[config.mk]
export PLATFORM = sky130hd
export DESIGN_NAME = mult_fu
export DESIGN_NICKNAME = d
export VERILOG_FILES = /design/src/rtl/mult_fu.sv
export SDC_FILE = /design/constraint.sdc
export NUM_CORES = 2
export LEC_CHECK = 0
export CORE_ASPECT_RATIO = 0.5
export CORE_UTILIZATION = 40
export CTS_BUF_LIST = sky130_fd_sc_hd__clkbuf_8
export DETAILED_ROUTE_END_ITERATION = 16
export GPL_TIMING_DRIVEN = 0
export PLACE_DENSITY_LB_ADDON = 0.1
export SKIP_LAST_GASP = 1
export SLEW_MARGIN = 20
export SYNTH_ARGS = -nofsm -noshare
export SYNTH_HDL_FRONTEND = slang
export SYNTH_SLANG_ARGS = --single-unit
[constraint.sdc]
create_clock -name clock -period 22.7 [get_ports clock]
set_input_delay 4.54 -clock clock [delete_from_list [all_inputs] [get_ports clock]]
set_output_delay 4.54 -clock clock [all_outputs]
set_load 0.02 [all_outputs]
[src/rtl/mult_fu.sv]
// Pipelined RV32M multiplier (MUL/MULH/MULHSU/MULHU) with done/ack handshake, backpressure and squash.
// Optional performance counters are enabled with the MULT_FU_PERF_CNT_EN macro.
module mult_fu #(
    parameter int XLEN       = 32,
    parameter int NUM_STAGES = 4,
    parameter int TAG_W      = 5
) (
    input  logic             clock,
    input  logic             reset,
    input  logic             squash,
    input  logic             issue_valid,
    input  logic [1:0]       func,
    input  logic [XLEN-1:0]  opa,
    input  logic [XLEN-1:0]  opb,
    input  logic [TAG_W-1:0] rob_tag,
    input  logic             ack,
    output logic             ready,
    output logic             done,
    output logic [XLEN-1:0]  result,
    output logic [TAG_W-1:0] out_rob_tag
`ifdef MULT_FU_PERF_CNT_EN
    ,
    output logic [31:0]      perf_completions,
    output logic [31:0]      perf_stall_cycles
`endif
);

    localparam int CW    = XLEN / NUM_STAGES;
    localparam int PW    = 2 * XLEN;
    localparam int DEPTH = (NUM_STAGES > 1) ? NUM_STAGES - 1 : 1;

    // Multiplier bit XLEN-1 carries weight -2^(XLEN-1) when rs2 is signed.
    function automatic logic [PW-1:0] add_chunk(input logic [PW-1:0] acc, input logic [PW-1:0] ea,
                                                 input logic [XLEN-1:0] b, input logic b_signed,
                                                 input int k);
        logic [PW-1:0] sum;
        sum = acc;
        for (int j = 0; j < CW; j++) begin
            int idx;
            idx = k * CW + j;
            if (b[idx]) begin
                if (b_signed && idx == XLEN - 1)
                    sum = sum - (ea << idx);
                else
                    sum = sum + (ea << idx);
            end
        end
        return sum;
    endfunction

    logic             a_signed_in;
    logic             b_signed_in;
    logic [PW-1:0]    in_ea;
    logic             stall;
    logic             load;
    logic             last_valid;
    logic             hold_valid;
    logic [1:0]       last_func;
    logic [TAG_W-1:0] last_tag;
    logic [PW-1:0]    last_acc;

    assign a_signed_in = (func != 2'b11);
    assign b_signed_in = ~func[1];
    assign in_ea       = {{XLEN{a_signed_in & opa[XLEN-1]}}, opa};

    assign stall = done & ~ack & hold_valid;
    assign ready = ~stall;
    assign load  = last_valid & ~stall & ~squash;

    generate
        if (NUM_STAGES > 1) begin : g_pipe
            logic             s_valid_reg [DEPTH];
            logic [1:0]       s_func_reg  [DEPTH];
            logic [TAG_W-1:0] s_tag_reg   [DEPTH];
            logic [PW-1:0]    s_ea_reg    [DEPTH];
            logic [XLEN-1:0]  s_b_reg     [DEPTH];
            logic [PW-1:0]    s_acc_reg   [DEPTH];
            logic             s_valid_next[DEPTH];
            logic [1:0]       s_func_next [DEPTH];
            logic [TAG_W-1:0] s_tag_next  [DEPTH];
            logic [PW-1:0]    s_ea_next   [DEPTH];
            logic [XLEN-1:0]  s_b_next    [DEPTH];
            logic [PW-1:0]    s_acc_next  [DEPTH];

            for (genvar gi = 0; gi < DEPTH; gi++) begin : g_stage
                if (gi == 0) begin : g_first
                    // Chunk 0 is accumulated in the issue cycle so the result lands after NUM_STAGES edges.
                    assign s_valid_next[gi] = issue_valid & ready;
                    assign s_func_next[gi]  = func;
                    assign s_tag_next[gi]   = rob_tag;
                    assign s_ea_next[gi]    = in_ea;
                    assign s_b_next[gi]     = opb;
                    assign s_acc_next[gi]   = add_chunk({PW{1'b0}}, in_ea, opb, b_signed_in, 0);
                end else begin : g_mid
                    assign s_valid_next[gi] = s_valid_reg[gi-1];
                    assign s_func_next[gi]  = s_func_reg[gi-1];
                    assign s_tag_next[gi]   = s_tag_reg[gi-1];
                    assign s_ea_next[gi]    = s_ea_reg[gi-1];
                    assign s_b_next[gi]     = s_b_reg[gi-1];
                    assign s_acc_next[gi]   = add_chunk(s_acc_reg[gi-1], s_ea_reg[gi-1], s_b_reg[gi-1],
                                                        ~s_func_reg[gi-1][1], gi);
                end
            end

            always_ff @(posedge clock) begin
                for (int i = 0; i < DEPTH; i++) begin
                    if (reset || squash)
                        s_valid_reg[i] <= 1'b0;
                    else if (!stall)
                        s_valid_reg[i] <= s_valid_next[i];
                    if (!stall) begin
                        s_func_reg[i] <= s_func_next[i];
                        s_tag_reg[i]  <= s_tag_next[i];
                        s_ea_reg[i]   <= s_ea_next[i];
                        s_b_reg[i]    <= s_b_next[i];
                        s_acc_reg[i]  <= s_acc_next[i];
                    end
                end
            end

            assign last_valid = s_valid_reg[DEPTH-1];
            assign hold_valid = last_valid;
            assign last_func  = s_func_reg[DEPTH-1];
            assign last_tag   = s_tag_reg[DEPTH-1];
            assign last_acc   = add_chunk(s_acc_reg[DEPTH-1], s_ea_reg[DEPTH-1], s_b_reg[DEPTH-1],
                                          ~s_func_reg[DEPTH-1][1], NUM_STAGES - 1);
        end else begin : g_single
            // Single stage: the issuing op is the last stage, so hold on any unacked result
            // to keep ready independent of issue_valid.
            assign last_valid = issue_valid;
            assign hold_valid = 1'b1;
            assign last_func  = func;
            assign last_tag   = rob_tag;
            assign last_acc   = add_chunk({PW{1'b0}}, in_ea, opb, b_signed_in, 0);
        end
    endgenerate

    always_ff @(posedge clock) begin
        if (reset) begin
            done        <= 1'b0;
            result      <= '0;
            out_rob_tag <= '0;
        end else if (squash) begin
            done <= 1'b0;
        end else if (load) begin
            done        <= 1'b1;
            result      <= (last_func == 2'b00) ? last_acc[XLEN-1:0] : last_acc[PW-1:XLEN];
            out_rob_tag <= last_tag;
        end else if (ack) begin
            done <= 1'b0;
        end
    end

`ifdef MULT_FU_PERF_CNT_EN
    always_ff @(posedge clock) begin
        if (reset) begin
            perf_completions  <= '0;
            perf_stall_cycles <= '0;
        end else begin
            if (load && perf_completions != 32'hFFFF_FFFF)
                perf_completions <= perf_completions + 32'd1;
            if (stall && perf_stall_cycles != 32'hFFFF_FFFF)
                perf_stall_cycles <= perf_stall_cycles + 32'd1;
        end
    end
`endif

endmodule

==> flow_summary.yaml <==
global_routing:
  antenna_found_initial: 24
  gr-usage-all-layers_pct: 32.4
  gr-total-overflow: 0
  grt_max_degree: 107
  grt_pass1_vias: 106000
  grt_pass1_wl_um: 677000
cts:
  root_buffer: "clkbuf_8"
  numCtsBuffers: 72
  cts.sinks: 401
  ctsHoldBuffers: 0
  htree_levels: 3
  clock_path_buffers: 3
  clk_latency_ps: 850
  cts_tree: "done"
  path_clk_slew_ps: 70
yosys:
  synthesis.area_um2: 108000
  synth_fa_ha_area_share_pct: 17.5
  synth_top_cell_area_share_pct: 16.9
  synth_xor_area_share_pct: 9.74
  synth.area.top_cells: "ha_1 17%, edfxtp_1 10%, a21oi_1 7.5%"
  yosys_register_bits: 401
  synth_warnings: 0
  synthSimpleGateAreaFrac_pct: 18.2
  synth_top_family_by_area: "compound AO/OA/AOI/OAI gates"
  synth_top_area_cell: "ha_1"
  synth_commonest_cells: "1609 x a21oi_1, 1451 x ha_1, 1299 x nand2_1"
  syn-num-nets: 16100
  synth_compound_area_share_pct: 33.8
  synth_cell_types: 113
  synthFlopType: "edfxtp_1"
  synth_cells: 14600
  yosysSeqAreaShare_pct: 10.8
  synth.most_common_cell: "a21oi_1"
  syn_area_per_cell_um2: 7.39
  synth-async-reset-ratio_pct: 0
  synth-edff-count: 363
  synth.area.mux_share_pct: 5.73
floorplanning:
  io_pins: 115
  initial_utilization_pct: 40.3
  dieArea_um2: 271000
  row_count: 134
  dieWidth_um: 735
  fp.dieH_um: 369
  core-area_um2: 267000
finish:
  drive_gt1_share_pct: 5.41
  fillers: 27800
  area_delta_synth_final_pct: 7.48
  fin_nets: 16300
  largest_reg_flops: 192
critical_path:
  slowest_delay_ps: 800
  r2r_cells: 74
  critical_path.slowest_cell: "o311ai_0"
  reg2reg_from: "g_pipe.s_b_reg[0][8]"
  r2r_end: "g_pipe.s_acc_reg[0][127]"
  setup.worst_path.end_class: "flip-flop"
  crit_type: "in -> reg"
  crit_top_cell: "a21o_1"
  path_buf_inv: 4
  arrival_ps: 22430
  critical_path.top_delay_family: "compound AO/OA/AOI/OAI gates"
  cp.required_ps: 23130
  r2r_setup_slack_ps: 1160
  start_kind: "primary input"
  crit_fanout: 9
timing:
  finalSetupTns_ps: 0
  fin_crit_sh_pct: 96.9
  fin_crit_ps: 22000
  slew_headroom_pct: 13.8
  final-setup-viol-count: 0
  rsz0062_at_grt: "no"
  fmaxAchievable_ghz: 0.0455
  worstMarginPinSlew_ps: 1260
  fin_skew_ps: 118
  slew_violations: 0
  hold_violations: 0
detailed_routing:
  dr_total_vias: 114000
  drt_pass1_iterations: 13
  wirelength_um: 460000
  via_per_inst: 6.20
  wl_per_cell_um: 25.0
  antenna_left: 0
  drt_iter0_drc: 11200
  drc: 4
worst_hold_path:
  min_from: "g_pipe.s_acc_reg[0][70]"
  whs_endpoint: "g_pipe.s_acc_reg[0][134]"
  hold_path.class: "reg -> reg"
  hold_depth: 0
job:
  drv_cap: 0
run_status:
  status: "finished, violations left"
  violations: "design-rule violations"
placed_design:
  hpwl_um: 377000
  place.port_buffers: 111
  place_congestion: 0.964
placed cells by master, fill, tap and decap left out, drive strengths merged, types with 135 or more instances in the layout:
| cell type | n |
|---|---|
| a21oi | 1612 |
| mux2 | 441 |
| a31oi | 199 |
| ha | 1451 |
| o21bai | 236 |
| nand2b | 195 |
| nor2 | 1073 |
| xor2 | 429 |
| o31ai | 153 |
| nor2b | 173 |
| and2 | 135 |
| nor3 | 264 |
| a211oi | 161 |
| nand2 | 1300 |
| clkbuf | 561 |
| nand4 | 224 |
| and3 | 160 |
| nand3 | 280 |
| inv | 670 |
| o21ai | 995 |
| o21a | 292 |
| a21o | 912 |
| xnor2 | 759 |
| edfxtp | 363 |
cells by family after synthesis:
| family | Yosys count |
|---|---|
| adders and majority gates | 1482 |
| muxes | 561 |
| buffers and inverters | 1207 |
| DFF | 401 |
| and+or+nand+nor | 4145 |
| xor gates and xnor gates | 1191 |
| AOI/OAI and AO/OA | 5567 |
through the flow:
stage	cells	instance area (µm²)	hold WS [ps]	setup WS, ps	util (%)
2_1_floorplan	14600	108000	400	3120	-
3_3_place_gp	18300	113000	402	-1970	42.4
3_5_place_dp	18300	114000	405	-1940	42.6
4_1_cts	18400	115000	324	16.1	43.2
5_1_grt	18400	116000	360	5.42	43.3
6_report	18400	116000	332	700	43.3
layer usage:
metal,track usage (%),wire length (µm),up-vias,part of all wire [%]
met5,0,52,-,0.011
met4,9.73,15900,8,3.5
met3,3.80,31800,609,6.9
met2,50.7,195000,3910,42
met1,46.4,217000,54700,47
li1,-,-,55000,-
how the worst max path moves through the flow:
stage	from	to	slack (ps)	cells after the start
floorplan	opb[0]	g_pipe.s_acc_reg[0][63]	3120	86
global placement	opb[0]	g_pipe.s_acc_reg[0][63]	-1970	73
detailed placement	opb[0]	g_pipe.s_acc_reg[0][63]	-1940	76
CTS	opa[1]	g_pipe.s_acc_reg[0][63]	20	80
global route	opb[0]	g_pipe.s_acc_reg[0][63]	5	82
finish	opa[0]	g_pipe.s_acc_reg[0][63]	700	74
layout make-up:
type	instances	area, µm²	share of cell area, %
clock inverters	55	567	0.490
clock buffers	75	1030	0.893
flip-flops and latches	401	11700	10.1
inverters	656	2470	2.14
repair buffers	146	1740	1.50
multi-input cells	12900	91500	79.2
plain buffers	547	2090	1.81
well taps	3604	4510	3.90
diodes	4	10.0	0.00866
what timing repair did:
action / CTS / global route
pin swaps: 0 / 1
resized for setup: 6 / 30
buffers inserted: 0 / 2
setup endpoints to repair: 13 / 15
gates cloned: 0 / 0
Power is left out: the tool's default activity adds up to more than one toggle a clock period on the data nets, which glitch-free logic cannot reach.
